===== config.mk =====
export PLATFORM = sky130hd
export DESIGN_NAME = seq_alu
export DESIGN_NICKNAME = d
export VERILOG_FILES = /design/src/rtl/seq_alu_pkg.sv /design/src/rtl/seq_mul.sv /design/src/rtl/seq_alu.sv
export SDC_FILE = /design/constraint.sdc
export NUM_CORES = 1
export LEC_CHECK = 0
export ABC_AREA = 1
export CORE_ASPECT_RATIO = 0.75
export CORE_MARGIN = 2
export CORE_UTILIZATION = 30
export DETAILED_ROUTE_END_ITERATION = 8
export PLACE_DENSITY = 0.55
export SLEW_MARGIN = 20
export SYNTH_ARGS = -nofsm -noshare
export SYNTH_HDL_FRONTEND = slang
export SYNTH_SLANG_ARGS = --single-unit

===== constraint.sdc =====
create_clock -name clock -period 3.3 [get_ports clock]
set_input_delay 0.495 -clock clock [delete_from_list [all_inputs] [get_ports clock]]
set_output_delay 0.495 -clock clock [all_outputs]
set_load 0.02 [all_outputs]

===== src/rtl/seq_alu_pkg.sv =====
// seq_alu_pkg: shared op-code constants and FSM state type for the sequential ALU.
package seq_alu_pkg;

  localparam logic [3:0] OpAnd = 4'b0000;
  localparam logic [3:0] OpOr  = 4'b0001;
  localparam logic [3:0] OpAdd = 4'b0010;
  localparam logic [3:0] OpSub = 4'b0110;
  localparam logic [3:0] OpSlt = 4'b0111;
  localparam logic [3:0] OpNor = 4'b1100;
  localparam logic [3:0] OpMul = 4'b1000;

  typedef enum logic [0:0] {
    StIdle = 1'b0,
    StMul  = 1'b1
  } state_e;

endpackage


===== src/rtl/seq_mul.sv =====
// seq_mul: unsigned shift-add multiplier, one partial product per cycle.
// Ports:
//   clock, reset        - clock, async active-high reset (aborts a running multiply)
//   start               - load a/b and begin WIDTH iteration cycles
//   a, b                - operands (sampled when start=1)
//   done                - high during the last iteration cycle; product is final then
//   product             - 2*WIDTH-bit result, valid while done=1
module seq_mul #(
  parameter int unsigned WIDTH = 4
) (
  input  logic               clock,
  input  logic               reset,
  input  logic               start,
  input  logic [WIDTH-1:0]   a,
  input  logic [WIDTH-1:0]   b,
  output logic               done,
  output logic [2*WIDTH-1:0] product
);

  localparam int unsigned CntW = (WIDTH > 1) ? $clog2(WIDTH) : 1;
  localparam logic [CntW-1:0] LastCnt = CntW'(WIDTH - 1);

  logic               busy_q, busy_d;
  logic [CntW-1:0]    cnt_q, cnt_d;
  logic [2*WIDTH-1:0] acc_q, acc_d;
  logic [2*WIDTH-1:0] mcand_q, mcand_d;
  logic [WIDTH-1:0]   mplier_q, mplier_d;
  logic [2*WIDTH-1:0] acc_sum;

  // Accumulator including this cycle's partial product; on the last
  // iteration this is the finished product, so the caller can register it
  // on the same edge.
  assign acc_sum = acc_q + (mplier_q[0] ? mcand_q : '0);
  assign done    = busy_q && (cnt_q == LastCnt);
  assign product = acc_sum;

  always_comb begin
    busy_d   = busy_q;
    cnt_d    = cnt_q;
    acc_d    = acc_q;
    mcand_d  = mcand_q;
    mplier_d = mplier_q;
    if (start) begin
      busy_d   = 1'b1;
      cnt_d    = '0;
      acc_d    = '0;
      mcand_d  = {{WIDTH{1'b0}}, a};
      mplier_d = b;
    end else if (busy_q) begin
      acc_d    = acc_sum;
      mcand_d  = mcand_q << 1;
      mplier_d = mplier_q >> 1;
      cnt_d    = cnt_q + 1'b1;
      if (done) begin
        busy_d = 1'b0;
      end
    end
  end

  always_ff @(posedge clock or posedge reset) begin
    if (reset) begin
      busy_q   <= 1'b0;
      cnt_q    <= '0;
      acc_q    <= '0;
      mcand_q  <= '0;
      mplier_q <= '0;
    end else begin
      busy_q   <= busy_d;
      cnt_q    <= cnt_d;
      acc_q    <= acc_d;
      mcand_q  <= mcand_d;
      mplier_q <= mplier_d;
    end
  end

endmodule


===== src/rtl/seq_alu.sv =====
// seq_alu: sequential ALU with valid/ready request handshake.
// Single-cycle AND/OR/ADD/SUB/SLT/NOR, multi-cycle MUL via seq_mul.
// Ports:
//   clock, reset            - clock, async active-high reset
//   in_valid, in_ready      - request handshake (no queueing while busy)
//   op, ain, bin            - op code and operands
//   out_valid               - one-cycle pulse when out/flags carry a new result
//   out, carry, overflow,
//   zero, err               - registered result and flags, held between results
module seq_alu
  import seq_alu_pkg::*;
#(
  parameter int unsigned WIDTH = 4
) (
  input  logic             clock,
  input  logic             reset,
  input  logic             in_valid,
  output logic             in_ready,
  input  logic [3:0]       op,
  input  logic [WIDTH-1:0] ain,
  input  logic [WIDTH-1:0] bin,
  output logic             out_valid,
  output logic [WIDTH-1:0] out,
  output logic             carry,
  output logic             overflow,
  output logic             zero,
  output logic             err
);

  state_e           state_q, state_d;
  logic [WIDTH-1:0] out_q, out_d;
  logic             carry_q, carry_d;
  logic             overflow_q, overflow_d;
  logic             zero_q, zero_d;
  logic             err_q, err_d;
  logic             out_valid_q, out_valid_d;

  logic               accept;
  logic               mul_start;
  logic               mul_done;
  logic [2*WIDTH-1:0] mul_product;

  logic [WIDTH:0]   sum;
  logic [WIDTH:0]   diff;
  logic [WIDTH-1:0] res_out;
  logic             res_carry;
  logic             res_overflow;
  logic             res_err;

  // in_ready is forced low while reset is held.
  assign in_ready  = (state_q == StIdle) && !reset;
  assign accept    = in_valid && in_ready;
  assign mul_start = accept && (op == OpMul);

  seq_mul #(
    .WIDTH(WIDTH)
  ) u_mul (
    .clock  (clock),
    .reset  (reset),
    .start  (mul_start),
    .a      (ain),
    .b      (bin),
    .done   (mul_done),
    .product(mul_product)
  );

  assign sum  = {1'b0, ain} + {1'b0, bin};
  assign diff = {1'b0, ain} - {1'b0, bin};

  // Single-cycle result for the op currently presented.
  always_comb begin
    res_out      = '0;
    res_carry    = 1'b0;
    res_overflow = 1'b0;
    res_err      = 1'b0;
    unique case (op)
      OpAnd: res_out = ain & bin;
      OpOr:  res_out = ain | bin;
      OpNor: res_out = ~(ain | bin);
      OpAdd: begin
        res_out      = sum[WIDTH-1:0];
        res_carry    = sum[WIDTH];
        res_overflow = (ain[WIDTH-1] == bin[WIDTH-1]) && (sum[WIDTH-1] != ain[WIDTH-1]);
      end
      OpSub: begin
        res_out      = diff[WIDTH-1:0];
        // diff[WIDTH] is the borrow; carry means no borrow.
        res_carry    = ~diff[WIDTH];
        res_overflow = (ain[WIDTH-1] != bin[WIDTH-1]) && (diff[WIDTH-1] != ain[WIDTH-1]);
      end
      OpSlt: res_out = {{(WIDTH-1){1'b0}}, ($signed(ain) < $signed(bin))};
      default: res_err = 1'b1;
    endcase
  end

  always_comb begin
    state_d     = state_q;
    out_d       = out_q;
    carry_d     = carry_q;
    overflow_d  = overflow_q;
    zero_d      = zero_q;
    err_d       = err_q;
    out_valid_d = 1'b0;
    unique case (state_q)
      StIdle: begin
        if (accept) begin
          if (op == OpMul) begin
            state_d = StMul;
          end else begin
            out_d       = res_out;
            carry_d     = res_carry;
            overflow_d  = res_overflow;
            zero_d      = (res_out == '0);
            err_d       = res_err;
            out_valid_d = 1'b1;
          end
        end
      end
      StMul: begin
        if (mul_done) begin
          state_d     = StIdle;
          out_d       = mul_product[WIDTH-1:0];
          carry_d     = 1'b0;
          overflow_d  = |mul_product[2*WIDTH-1:WIDTH];
          zero_d      = (mul_product[WIDTH-1:0] == '0);
          err_d       = 1'b0;
          out_valid_d = 1'b1;
        end
      end
      default: state_d = StIdle;
    endcase
  end

  always_ff @(posedge clock or posedge reset) begin
    if (reset) begin
      state_q     <= StIdle;
      out_q       <= '0;
      carry_q     <= 1'b0;
      overflow_q  <= 1'b0;
      zero_q      <= 1'b0;
      err_q       <= 1'b0;
      out_valid_q <= 1'b0;
    end else begin
      state_q     <= state_d;
      out_q       <= out_d;
      carry_q     <= carry_d;
      overflow_q  <= overflow_d;
      zero_q      <= zero_d;
      err_q       <= err_d;
      out_valid_q <= out_valid_d;
    end
  end

  assign out       = out_q;
  assign carry     = carry_q;
  assign overflow  = overflow_q;
  assign zero      = zero_q;
  assign err       = err_q;
  assign out_valid = out_valid_q;

endmodule


## Yosys cells after proc, flatten, opt, wreduce, memory -nomap -nowiden

Cells that the tools add are included.

| storage, ports and cells | value |
|---|---|
| register bits after elaboration | 33 |
| bits in latches | 0 |
| RAM bits | 0 |
| ROM bits | 0 |
| input port bits | 15 |
| output and inout port bits | 10 |
| logic and storage cells | 92 |
| memories kept | 0 |

| cells by class | value |
|---|---|
| add/sub/neg operators | 4 |
| $mul | 0 |
| div/mod/pow operators | 0 |
| order comparisons | 1 |
| eq/ne operators | 14 |
| shift operators | 0 |
| muxes and demuxes | 42 |
| bitwise operators | 5 |
| reduce and logical (&&, ||, !) cells | 14 |

Operator list:

| cell | count |
|---|---|
| 8-bit two-way mux | 5 |
| 4-bit one-hot mux with 6 select lines | 1 |
| 1-bit two-way mux | 20 |
| 4-bit two-way mux | 5 |
| 1-bit one-hot mux with 2 select lines | 8 |
| 4-bit logical NOT | 3 |
| 8-bit adder | 1 |
| 4-bit by 3-bit equality test with 1-bit output (second input constant) | 2 |
| 4-bit equality test (second input constant) | 2 |
| 4-bit one-hot mux with 2 select lines | 1 |
| 1-bit logical AND | 6 |
| 6-bit OR reduction | 1 |
| 4-bit by 4-bit adder with 5-bit output | 1 |
| 4-bit by 4-bit subtractor with 5-bit output | 1 |
| 4-bit AND | 1 |
| 4-bit by 1-bit equality test with 1-bit output (second input constant) | 1 |
| 4-bit by 2-bit equality test with 1-bit output (second input constant) | 1 |
| 4-bit less-than comparator | 1 |
| 2-bit two-way mux | 2 |
| 2-bit inequality test (second input constant) | 2 |
| 4-bit inverter | 1 |
| 4-bit OR | 1 |
| 4-bit OR reduction | 1 |
| 1-bit inequality test | 3 |
| other kinds (8) | 9 |

## Longest topological paths before layout

Gate-level depths: netlist of run 1.

| depth | value |
|---|---|
| depth in word-level cells | 7 |
| mapped depth | 14 |
| depth with buffers taken out | 13 |

## Modules after synthesis

Synthesis of run 1 repeated with hierarchy kept, for this count alone.

| unflattened totals | value |
|---|---|
| cells, all modules | 332 |
| area total of the unflattened synthesis | 2,491.1 µm² |

Modules (own cells, without submodules):

| module | instances | cells each | area an instance (µm²) | sequential area each (µm²) |
|---|---|---|---|---|
| seq_mul | 1 | 165 | 1,357.6 | 575.6 |
| seq_alu | 1 | 167 | 1,133.6 | 250.2 |

## Worst setup path after synthesis of run 1

Ideal clock, no wire load.

| path | value |
|---|---|
| path kind | reg-to-reg |
| start | register u_mul.mplier_q[0] |
| end | register overflow_q, in the netlist overflow |
| library setup time | 116 ps |
| data arrival time | 1,733 ps |
| required time | 3,184 ps |
| setup slack | 1,450 ps |
| cell stages (with the launch flop) | 13 |
| path buffers | 1 |
| cells stage by stage | dfrtp_1 -> buf_2 -> nand2_1 -> inv_1 -> ha_1 -> fa_1 -> nand3_1 -> a21o_1 -> nand3_1 -> nor2_1 -> nand3_1 -> nand2_1 -> nand2_1 |

| on the way | value |
|---|---|
| word-level cells in the longest chain between the ends | 5 |

Ends and longest elaborated chain:

| element | RTL line | text |
|---|---|---|
| from (decl) | seq_mul.sv:27 | `logic [WIDTH-1:0] mplier_q, mplier_d;` |
| from (signal assigned) | seq_mul.sv:72 | `mplier_q <= mplier_d;` |
| 8-bit two-way mux | seq_mul.sv:33 | `assign acc_sum = acc_q + (mplier_q[0] ? mcand_q : '0);` |
| 8-bit adder | seq_mul.sv:33 |  |
| 4-bit OR reduction | seq_alu.sv:124 | `overflow_d = \|mul_product[2*WIDTH-1:WIDTH];` |
| 1-bit two-way mux | seq_alu.sv:120 | `if (mul_done) begin` |
| 1-bit one-hot mux with 2 select lines | seq_alu.sv:104 | `unique case (state_q)` |
| to (signal assigned) | seq_alu.sv:147 | `overflow_q <= overflow_d;` |
| to (decl) | seq_alu.sv:33 | `logic overflow_q, overflow_d;` |

No other way between the ends. The select of a mux whose other input is x is not followed.
A chain may end at the register's enable or synchronous reset.

## Worst setup path in the final report of run 1

| path | value |
|---|---|
| start | input ain[3] |
| end | register zero_q, in the netlist zero |

| on the way | value |
|---|---|
| word-level cells in the longest chain between the ends | 7 |
| elaborated cells on any way between the ends | 11 |
| those cells by class | add/sub (2); order compare (1); mux (4); bitwise (3); reduce/logical (1) |

Ends and longest elaborated chain:

| element | RTL line | text |
|---|---|---|
| from (decl) | seq_alu.sv:20 | `input logic [WIDTH-1:0] ain,` |
| branches (longest 2 deep; another with 4-bit by 4-bit subtractor with 5-bit output) | -- |  |
| 4-bit one-hot mux with 6 select lines (*) | seq_alu.sv:76 | `unique case (op)` |
| 4-bit logical NOT (*) | seq_alu.sv:113 | `zero_d = (res_out == '0);` |
| 1-bit two-way mux (*) | seq_alu.sv:107 | `if (op == OpMul) begin` |
| 1-bit two-way mux (*) | seq_alu.sv:106 | `if (accept) begin` |
| 1-bit one-hot mux with 2 select lines (*) | seq_alu.sv:104 |  |
| to (signal assigned) | seq_alu.sv:148 | `zero_q <= zero_d;` |
| to (decl) | seq_alu.sv:34 | `logic zero_q, zero_d;` |

Every way passes the cells marked *. The select of a mux whose other input is x is not followed.

==> summary.txt, run 1 <==
Route
  • DR vias: 2147
  • Routed vias/inst: around 4.7
  • DRT Wirelength: approximately 5.9 mm
  • Mean routed wirelength per cell: 13.0 µm
  • DRT Pass-1 Iters: 5
  • Antenna-violating nets left: 0
  • Drt initial violations: 150
  • DRC viols: 0

Timing
  • Final period utilization: between 60% and 70%
  • Skew final: between 0.007 and 0.008 ns
  • Final worst path period need: between 2 and 2.5 ns
  • Setup TNS: 0 ns
  • RSZ-0062 raised after global routing: false
  • Final setup viols: 0
  • Slew Viols, Final: 0
  • Fmax: about 440 MHz
  • Worst-margin pin slew: around 0.43 ns
  • Final worst slack: 1.00 ns
  • Slew margin rel.: a little under three quarters
  • Final hold vios: 0

Power and ir drop
  • Switching Fraction: between 40% and 50%
  • Pint: roughly 0.99 mW
  • Pwr Total: 1.69 mW
  • Pleak: around 1.5 nW
  • Switching pwr: 0.706 mW
  • Pwr Density: about 590 nW/µm²
  • Sequential group share of total power: between 30 and 40%
  • Peak supply drop: ~290 µV
  • Clock power frac: ~17%
  • Comb pwr share: about 44%

Synthesis
  • Unique masters post-synth: 36
  • Post-synth EDFFs: 0
  • Async set-reset flop share out of synthesis: 100%
  • Main synth FF type: dfrtp_1
  • Cell Area, Synth: between 2000 and 2500 µm²
  • Syn Area/Cell: between 7 and 8 µm²
  • Synth warnings: 0
  • Post-Syn Nets: around 360
  • Seq cells post-synth: 33
  • Sequential share of the synthesized area: between 30% and 40%
  • Syn Inst Count: 323

Critical path
  • Crit path arrival time: between 2 and 3 ns
  • Setup CP Type: primary input to register
  • CP max FO: 6
  • Crit Reg-Reg Startpoint: u_mul.mplier_q[0]
  • Cell family with most CP delay: buffers and inverters
  • Worst Setup SP: ain[3]
  • R2r worst-path depth: 11
  • Most frequent CP cell: nand2_1
  • Slowest stage cell, crit path: clkdlybuf4s50_1
  • Endpoint class of the critical path: register
  • Crit-path cells: clkdlybuf4s50_1, inv_1, ha_1, inv_1, nand2_1, nand2_1, o21ai_0, nand2_1, nand2_1, nor2_1, nand3_1, a21oi_1
  • Worst Path Buf+Inv: 3
  • CP Depth: 12
  • Data required time of the critical path: 3.50 ns
  • Biggest cell delay along the critical path: ~0.57 ns
  • Critical path launch point type: primary input

Floorplanning
  • Initial core utilization: a little under a third
  • Die height: 82.2 µm
  • Die area: 8900 µm²
  • Die Span X: 108 µm
  • # IOs: 25
  • Num rows: 28
  • Core ar.: 7880 µm²

Clock tree
  • Root buf cell: clkbuf_8
  • H-tree depth: 2
  • Worst-path clk slew: around 0.070 ns
  • Post_cts resized: 0
  • # Post-CTS Setup Buffers: 0
  • Num CTS Buffers: 5
  • Clk Latency, worst-skew pair: 0.28 ns
  • Clock Sinks: 33
  • CTS tree: built
  • Clock buffer depth: 2
  • Hold_buf cts: 0

Global route
  • GRT Total Usage: between 10% and 20%
  • Grt total ovfl: 0
  • Number of global-route vias before repair: between 2000 and 2500
  • Initial antenna violation count: 0
  • Pin count of the biggest net entering global routing: 34
  • First-pass GRT wire length: 10.2 mm

Outcome
  • Outcome: completed

Final layout
  • ANT cells: 0
  • Number of nets in the layout: around 390
  • Share of layout cells above drive strength 1: slightly below 8%
  • Area Overhead vs Synth: 17.4%
  • Cell area after layout: approximately 2900 µm²

Placed design
  • DP Area: approximately 2800 µm²
  • IO buf count: 24
  • Gpl congestion: about 0.87
  • Hpwl dp: 4.71 mm
  • Setup WS pre-CTS: roughly 0.74 ns

Hold path
  • HP Start: u_mul.acc_q[4]
  • Hold crit path type: register to register
  • Worst hold path cell count: 1

Flow run
  • MaxCap Viol Count: 0
## registers in the layout, indices dropped and copies added, names as in the netlist
signal / cells
out: 4
u_mul.mplier_q: 4
carry: 1
out_valid: 1
err: 1
u_mul.cnt_q: 2
state_q: 1
u_mul.acc_q: 8
u_mul.busy_q: 1
u_mul.mcand_q: 8
overflow: 1
zero: 1
## final timing paths
| kind | slack (ns) | to |
|---|---|---|
| max reg2reg | 1.19 | overflow |
| min reg2reg | 0.49 | u_mul.acc_q[4] |
| min in group asynchronous | 0.70 | out[0] |
| max in group asynchronous | 2.29 | u_mul.mplier_q[3] |
| min | 0.49 | u_mul.acc_q[4] |
| max | 1.00 | zero |
## cells in the mapped netlist (2+ instances only)
| cell | number | area (µm²) |
|---|---|---|
| a21o_1 | 2 | 15.0 |
| inv_2 | 2 | 7.51 |
| o221ai_1 | 2 | 17.5 |
| o22ai_1 | 4 | 25.0 |
| fa_1 | 3 | 60.1 |
| nor2_1 | 18 | 67.6 |
| o21ai_0 | 16 | 80.1 |
| nand3b_1 | 2 | 15.0 |
| dfrtp_1 | 33 | 826 |
| nand3_1 | 33 | 165 |
| buf_4 | 2 | 15.0 |
| nand2_2 | 3 | 18.8 |
| nor2_4 | 2 | 22.5 |
| ha_1 | 20 | 250 |
| xor2_1 | 2 | 17.5 |
| nor3_1 | 2 | 10.0 |
| buf_2 | 2 | 10.0 |
| nand2_1 | 79 | 297 |
| o21ai_1 | 7 | 35.0 |
| a21oi_1 | 13 | 65.1 |
| a22o_1 | 3 | 26.3 |
| inv_1 | 52 | 195 |
| nand4_1 | 5 | 31.3 |
| o221ai_2 | 4 | 60.1 |
## kinds of logic after synthesis
group           after synthesis  share of synthesized area (%)
buf+inv                      60                           10.0
simple gates                150                           28.2
xor+xnor                      3                           1.07
flops                        33                           33.8
compound gates               54                           14.2
fa+ha+maj                    23                           12.7
## metal layers
layer / up-vias / track usage [%] / share of wire [%]
met2: 44 / 21.3 / 39
met5: - / 0 / 0
met3: 4 / 4.71 / 6.2
met1: 991 / 21.8 / 55
li1: 1108 / - / -
met4: 0 / 2.69 / 0.49
## cells in the final DEF, fill, tap and decap left out, types with 5 or more instances in the layout
cell / synthesis / routed
a21oi_1: 13 / 13
nor2_1: 18 / 18
ha_1: 20 / 20
o21ai_0: 16 / 16
nand3_1: 33 / 33
dfrtp_1: 33 / 33
clkbuf_8: 0 / 5
inv_1: 52 / 52
nand2_1: 79 / 79
nand4_1: 5 / 5
o21ai_1: 7 / 7
clkdlybuf4s50_1: 0 / 24
## power groups by stage
| stage | sequential (mW) | clock (mW) | combinational (mW) |
|---|---|---|---|
| floorplan | 0.672 | 0 | 0.488 |
| global placement | 0.669 | 0 | 0.737 |
| detailed placement | 0.672 | 0 | 0.742 |
| CTS | 0.665 | 0.306 | 0.746 |
| global route | 0.688 | 0.323 | 0.833 |
| finish | 0.663 | 0.292 | 0.740 |
## final cells by class
type                       count  area (µm²)
clock buffer                   6        72.6
timing repair buffer          25         248
fill                         839        5010
clock inverter                 2        10.0
multi-input combinational    230        1370
inverter                      55         209
tap                          105         131
sequential                    33         826
## through the flow
step | instances | hold WS, ns | utilization (%)
2_1_floorplan | 323 | 0.453 | -
3_3_place_gp | 448 | 0.471 | 35.4
3_5_place_dp | 448 | 0.475 | 35.4
4_1_cts | 456 | 0.492 | 36.4
5_1_grt | 456 | 0.504 | 36.4
6_report | 456 | 0.490 | 36.4
(Power assumes the default switching activity.)
==> run 2, diff against run 1 <==
PLACE_DENSITY = 0.56   (was 0.55)
clock period = 2 ns   (was 3.3 ns; I/O delays follow)
==> summary.txt, run 2 (synthesized netlist as in run 1, its figures left out) <==
Route
  • DR vias: 2324 (+8.2%)
  • DRT Wirelength: 6.46 mm (+9.0%)
  • Mean routed wirelength per cell: 13.1 µm (+1.0%)
  • DRC viols: 0 (unchanged)
  • DRT Pass-1 Iters: 4 (-1)
  • Met1 wire length: 3.36 mm (+4.0%)
  • Detail Route met2 WL: 2.68 mm (+17%)
  • Top sig layer: met4
  • Antenna-violating nets left: 0 (unchanged)
  • Routed vias/inst: 4.72 (+0.32%)
  • Drt initial violations: 136 (-9.3%)
  • DR WL met3: 402 µm (+9.8%)

Critical path
  • CP max FO: 9 (+3)
  • Critical path launch point type: register
  • Data required time of the critical path: 1.70 ns (-1.80 ns)
  • R2r worst-path depth: 11 (unchanged)
  • Worst Setup SP: state_q
  • Endpoint class of the critical path: output pin
  • Reg2Reg Setup Slack: 0.12 ns (-1.07 ns)
  • R2R Path End: overflow
  • Setup CP Type: register to output pin
  • CP endpoint: in_ready
  • Crit path arrival time: 1.61 ns (-0.89 ns)
  • Crit Reg-Reg Startpoint: u_mul.mplier_q[0]

Timing
  • Fmax: about 520 MHz
  • Skew final: 0.00961 ns (+0.00164 ns)
  • Final hold vios: 0 (unchanged)
  • Slew Viols, Final: 0 (unchanged)
  • Final worst path period need: about 1.9 ns
  • Worst-margin pin slew: 0.476 ns (+0.0485 ns)
  • Slew margin rel.: 68.3% (-3.2 points)
  • Final setup viols: 0 (unchanged)
  • Final period utilization: around 95%
  • Final worst slack: 0.0910 ns (-0.911 ns)

Global route
  • First-pass GRT wire length: 10.6 mm (+3.5%)
  • Initial antenna violation count: 0 (unchanged)
  • Grt total ovfl: 0 (unchanged)
  • Pin count of the biggest net entering global routing: 34 (unchanged)
  • GRT Total Usage: 15.1% (+0.29 points)
  • Number of global-route vias before repair: 2249 (+8.0%)

Clock tree
  • Hold_buf cts: 0 (unchanged)
  • Worst-path clk slew: 0.07 ns (about the same)
  • Root buf cell: clkbuf_8
  • Clk Latency, worst-skew pair: 0.28 ns (about the same)
  • # Post-CTS Setup Buffers: 0 (unchanged)
  • CTS tree: built
  • Num CTS Buffers: 5 (unchanged)
  • Clock buffer depth: 2 (unchanged)
  • H-tree depth: 2 (unchanged)
  • Clock Sinks: 33 (unchanged)

Power and ir drop
  • Peak supply drop: 419 µV (+44%)
  • Pwr Total: 3.25 mW (+92%)
  • Pwr Density: 977 nW/µm² (+66%)
  • Pleak: 1.67 nW (+12%)

Placed design
  • Setup WS pre-CTS: -0.259 ns (-0.996 ns)
  • Gpl congestion: 0.921 (+6.4%)
  • Hpwl dp: 5.06 mm (+7.5%)
  • IO buf count: 24 (unchanged)

Final layout
  • Number of nets in the layout: 424 (+9.3%)
  • Area occupied by multi-input gates: 1520 µm² (+11%)
  • Register area: 827 µm² (+0.15%)
  • ANT cells: 0 (unchanged)
  • Area Overhead vs Synth: 36.1%
  • Share of layout cells above drive strength 1: 24.0% (+16 points)
  • Largest regs: u_mul.acc_q: 8 flops, u_mul.mcand_q: 8 flops
  • Filler Cell Count: 793 (-5.5%)
  • Util after Layout: 42.2% (+5.8 points)
  • Commonest non-fill, non-tap cell in the layout: nand2_1
  • Most frequent cells in the layout: nand2_1, inv_1, buf_4

Hold path
  • Hold crit path type: primary input to register
  • Worst hold path cell count: 4 (+3)
  • HP Start: ain[0]

Floorplanning
  • # IOs: 25 (unchanged)
  • Initial core utilization: 31.0% (unchanged)
  • Num rows: 28 (unchanged)
  • Die Span X: 108 µm (unchanged)
  • Core ar.: 7880 µm² (unchanged)
  • Die height: 82.2 µm (unchanged)
  • Die area: 8900 µm² (unchanged)

Flow run
  • MaxCap Viol Count: 0 (unchanged)

Outcome
  • Outcome: completed
[run 2: per-layer routing]
layer | vias to the layer above | GRT usage, %
li1 | 1178 | -
met1 | 1091 | 22.9
met2 | 53 | 22.8
met3 | 2 | 3.14
met4 | 0 | 1.54
met5 | - | 0
[run 2: how the worst min path moves through the flow]
stage                       endpoint
floorplan                      carry
global placement            overflow
detailed placement          overflow
CTS                         overflow
global route        u_mul.mcand_q[0]
finish              u_mul.mcand_q[0]
[run 2: critical path, stage by stage, from the launching register on]
cell and delay [ns]:
dfrtp_1 0.55, nor2_4 0.17, clkdlybuf4s50_1 0.61
[run 2: area by class of cell]
type	count	share of cell area, %
Multi-Input combinational cell	230	45.7
Sequential cell	33	24.8
Timing Repair Buffer	61	15.8
Inverter	55	6.28
Tap cell	105	3.95
Clock buffer	7	2.59
Clock inverter	1	0.902
[run 2: through the flow]
stage               instance area, µm²  setup TNS (ns)  cells  hold slack, ns
floorplan                         2440               0    323           0.429
global placement                  3060           -1.01    484           0.468
detailed placement                3060           -1.31    484           0.468
CTS                               3200               0    492           0.484
global route                      3330         -0.0277    492           0.487
finish                            3330               0    492           0.471
[run 2: where the power goes]
part           internal (mW)  switching [mW]  total (mW)
combinational          0.688           0.810        1.50
clock                  0.406           0.234       0.640
sequential             0.899           0.213        1.11
total                   1.99            1.26        3.25
[run 2: timing repair]
item,in CTS,in global routing
hold endpoints to repair,0,0
resized for setup,4,33
setup endpoints to repair,1,7
pin swaps,0,12
==> run 3, diff against run 2 <==
CTS_BUF_LIST = sky130_fd_sc_hd__clkbuf_2   (was default)
SKIP_LAST_GASP = 1   (was default)
==> summary.txt, run 3 (synthesized netlist as in run 1, its figures left out) <==
Final layout
  • Area Overhead vs Synth: 33.7%
  • Register area: 828 µm² (+0.15%)
  • Share of layout cells above drive strength 1: 23.3% (-0.78 points)
  • Largest regs: u_mul.acc_q: 8 flops, u_mul.mcand_q: 8 flops
  • Number of nets in the layout: 424 (unchanged)
  • Filler Cell Count: 801 (+1.0%)
  • ANT cells: 0 (unchanged)
  • Most frequent cells in the layout: nand2_1, inv_1, buf_4
  • Cell area after layout: 3270 µm² (-1.8%)
  • Area occupied by multi-input gates: 1510 µm² (-0.41%)
  • Commonest non-fill, non-tap cell in the layout: nand2_1

Flow run
  • MaxCap Viol Count: 0 (unchanged)

Critical path
  • Data required time of the critical path: 1.70 ns (about the same)
  • Critical path launch point type: register
  • Setup CP Type: register to output pin
  • Crit path arrival time: 1.61 ns (about the same)
  • CP max FO: 9 (unchanged)
  • Endpoint class of the critical path: output pin

Route
  • DR vias: 2308 (-0.69%)
  • DRT Pass-1 Iters: 4 (unchanged)
  • DRT Wirelength: 6.41 mm (-0.80%)
  • Mean routed wirelength per cell: 13.0 µm (-0.80%)
  • Antenna-violating nets left: 0 (unchanged)
  • Routed vias/inst: 4.69 (-0.69%)
  • DRC viols: 0 (unchanged)
  • Drt initial violations: 122 (-10%)

Placed design
  • Setup WS pre-CTS: -0.259 ns (unchanged)
  • Gpl congestion: 0.921 (unchanged)
  • IO buf count: 24 (unchanged)
  • Hpwl dp: 5.06 mm (unchanged)
  • DP Area: 3060 µm² (unchanged)

Power and ir drop
  • Pwr Density: 929 nW/µm² (-4.9%)
  • Peak supply drop: 413 µV (-1.5%)
  • Switching pwr: 1.24 mW (-1.4%)
  • Switching Fraction: 40.8% (+2.1 points)
  • Pleak: 1.66 nW (-0.84%)
  • Clock power frac: 14.3% (-5.4 points)
  • Sequential group share of total power: 36.6% (+2.4 points)
  • Pint: 1.80 mW (-9.8%)
  • Comb pwr share: 49.1% (+3.0 points)

Timing
  • Hold WS: 0.369 ns (-0.102 ns)
  • Skew final: 0.0283 ns (+0.0187 ns)
  • Slew Viols, Final: 0 (unchanged)
  • Final setup viols: 0 (unchanged)
  • Final worst path period need: 1.91 ns (+0.0000982 ns)
  • Final hold vios: 0 (unchanged)
  • Setup TNS: 0 ns (unchanged)
  • Final period utilization: 95.5% (about the same)
  • Final worst slack: 0.0909 ns (-0.0000982 ns)
  • Slew margin rel.: 72.2% (+3.9 points)
  • Worst-margin pin slew: 0.417 ns (-0.0589 ns)
  • Fmax: 524 MHz (about the same)
  • RSZ-0062 raised after global routing: true

Global route
  • Grt total ovfl: 0 (unchanged)
  • Number of global-route vias before repair: 2248 (-0.044%)
  • Pin count of the biggest net entering global routing: 34 (unchanged)
  • First-pass GRT wire length: 10.6 mm (+0.20%)
  • Initial antenna violation count: 0 (unchanged)
  • GRT Total Usage: 15.2% (+0.10 points)

Floorplanning
  • Num rows: 28 (unchanged)
  • Core ar.: 7880 µm² (unchanged)
  • Initial core utilization: 31.0% (unchanged)
  • Die area: 8900 µm² (unchanged)
  • Die Span X: 108 µm (unchanged)
  • # IOs: 25 (unchanged)
  • Die height: 82.2 µm (unchanged)

Clock tree
  • Clk Latency, worst-skew pair: 0.38 ns (+0.10 ns)
  • Root buf cell: clkbuf_2
  • Worst-path clk slew: 0.18 ns (+0.11 ns)
  • Clock Sinks: 33 (unchanged)
  • H-tree depth: 2 (unchanged)
  • Num CTS Buffers: 5 (unchanged)
  • CTS tree: built
  • Hold_buf cts: 0 (unchanged)
  • # Post-CTS Setup Buffers: 0 (unchanged)
  • Clock buffer depth: 2 (unchanged)

Outcome
  • Outcome: completed

Hold path
  • Hold crit path type: primary input to asynchronous set/reset pin
[run 3: critical path, cell delays in order, from the launching register on]
cell and delay, ns:
dfrtp_2 0.53, nor2_4 0.12, clkdlybuf4s50_1 0.61
[run 3: cell type report]
type	count	share of cell area, %
Timing Repair Buffer	61	16.0
Clock buffer	6	0.919
Clock inverter	2	1.03
Sequential cell	33	25.3
Inverter	55	6.39
Multi-Input combinational cell	230	46.3
Tap cell	105	4.02
[run 3: what timing repair did]
item | in CTS | in global routing
endpoints found under the setup margin | 3 | 8
pin swaps | 0 | 10
resized for setup | 5 | 29
[run 3: path summary, 6_finish.rpt]
check | to | start | slack (ns) | depth (start not counted)
worst max-delay path | in_ready | state_q | 0.09 | 2
worst min-delay path | carry | reset | 0.37 | 3
worst max register to register | overflow | u_mul.mplier_q[0] | 0.11 | 12
worst min register to register | overflow | overflow | 0.50 | 2
max in group asynchronous | state_q | reset | 1.28 | 3
min in group clock | overflow | overflow | 0.50 | 2
[run 3: per-layer routing]
| layer | up-vias | global-route usage, % | wire length, µm |
|---|---|---|---|
| met2 | 43 | 22.8 | 2640 |
| met5 | - | 0 | 0 |
| li1 | 1180 | - | - |
| met1 | 1080 | 22.9 | 3400 |
| met4 | 0 | 2.31 | 21 |
| met3 | 5 | 3.14 | 346 |
[run 3: stage by stage]
step	instances	utilization [%]	power, mW
detailed placement	484	38.8	2.48
global route	492	41.5	3.28
floorplan	323	-	1.91
finish	492	41.5	3.04
global placement	484	38.8	2.47
CTS	492	40.0	2.95
[run 3: power by group through the flow]
stage          registers, mW  clock network [mW]  logic [mW]
2_1_floorplan           1.11                   0       0.805
3_3_place_gp            1.09                   0        1.38
3_5_place_dp            1.10                   0        1.39
4_1_cts                 1.09               0.445        1.41
5_1_grt                 1.15               0.472        1.66
6_report                1.11               0.435        1.49
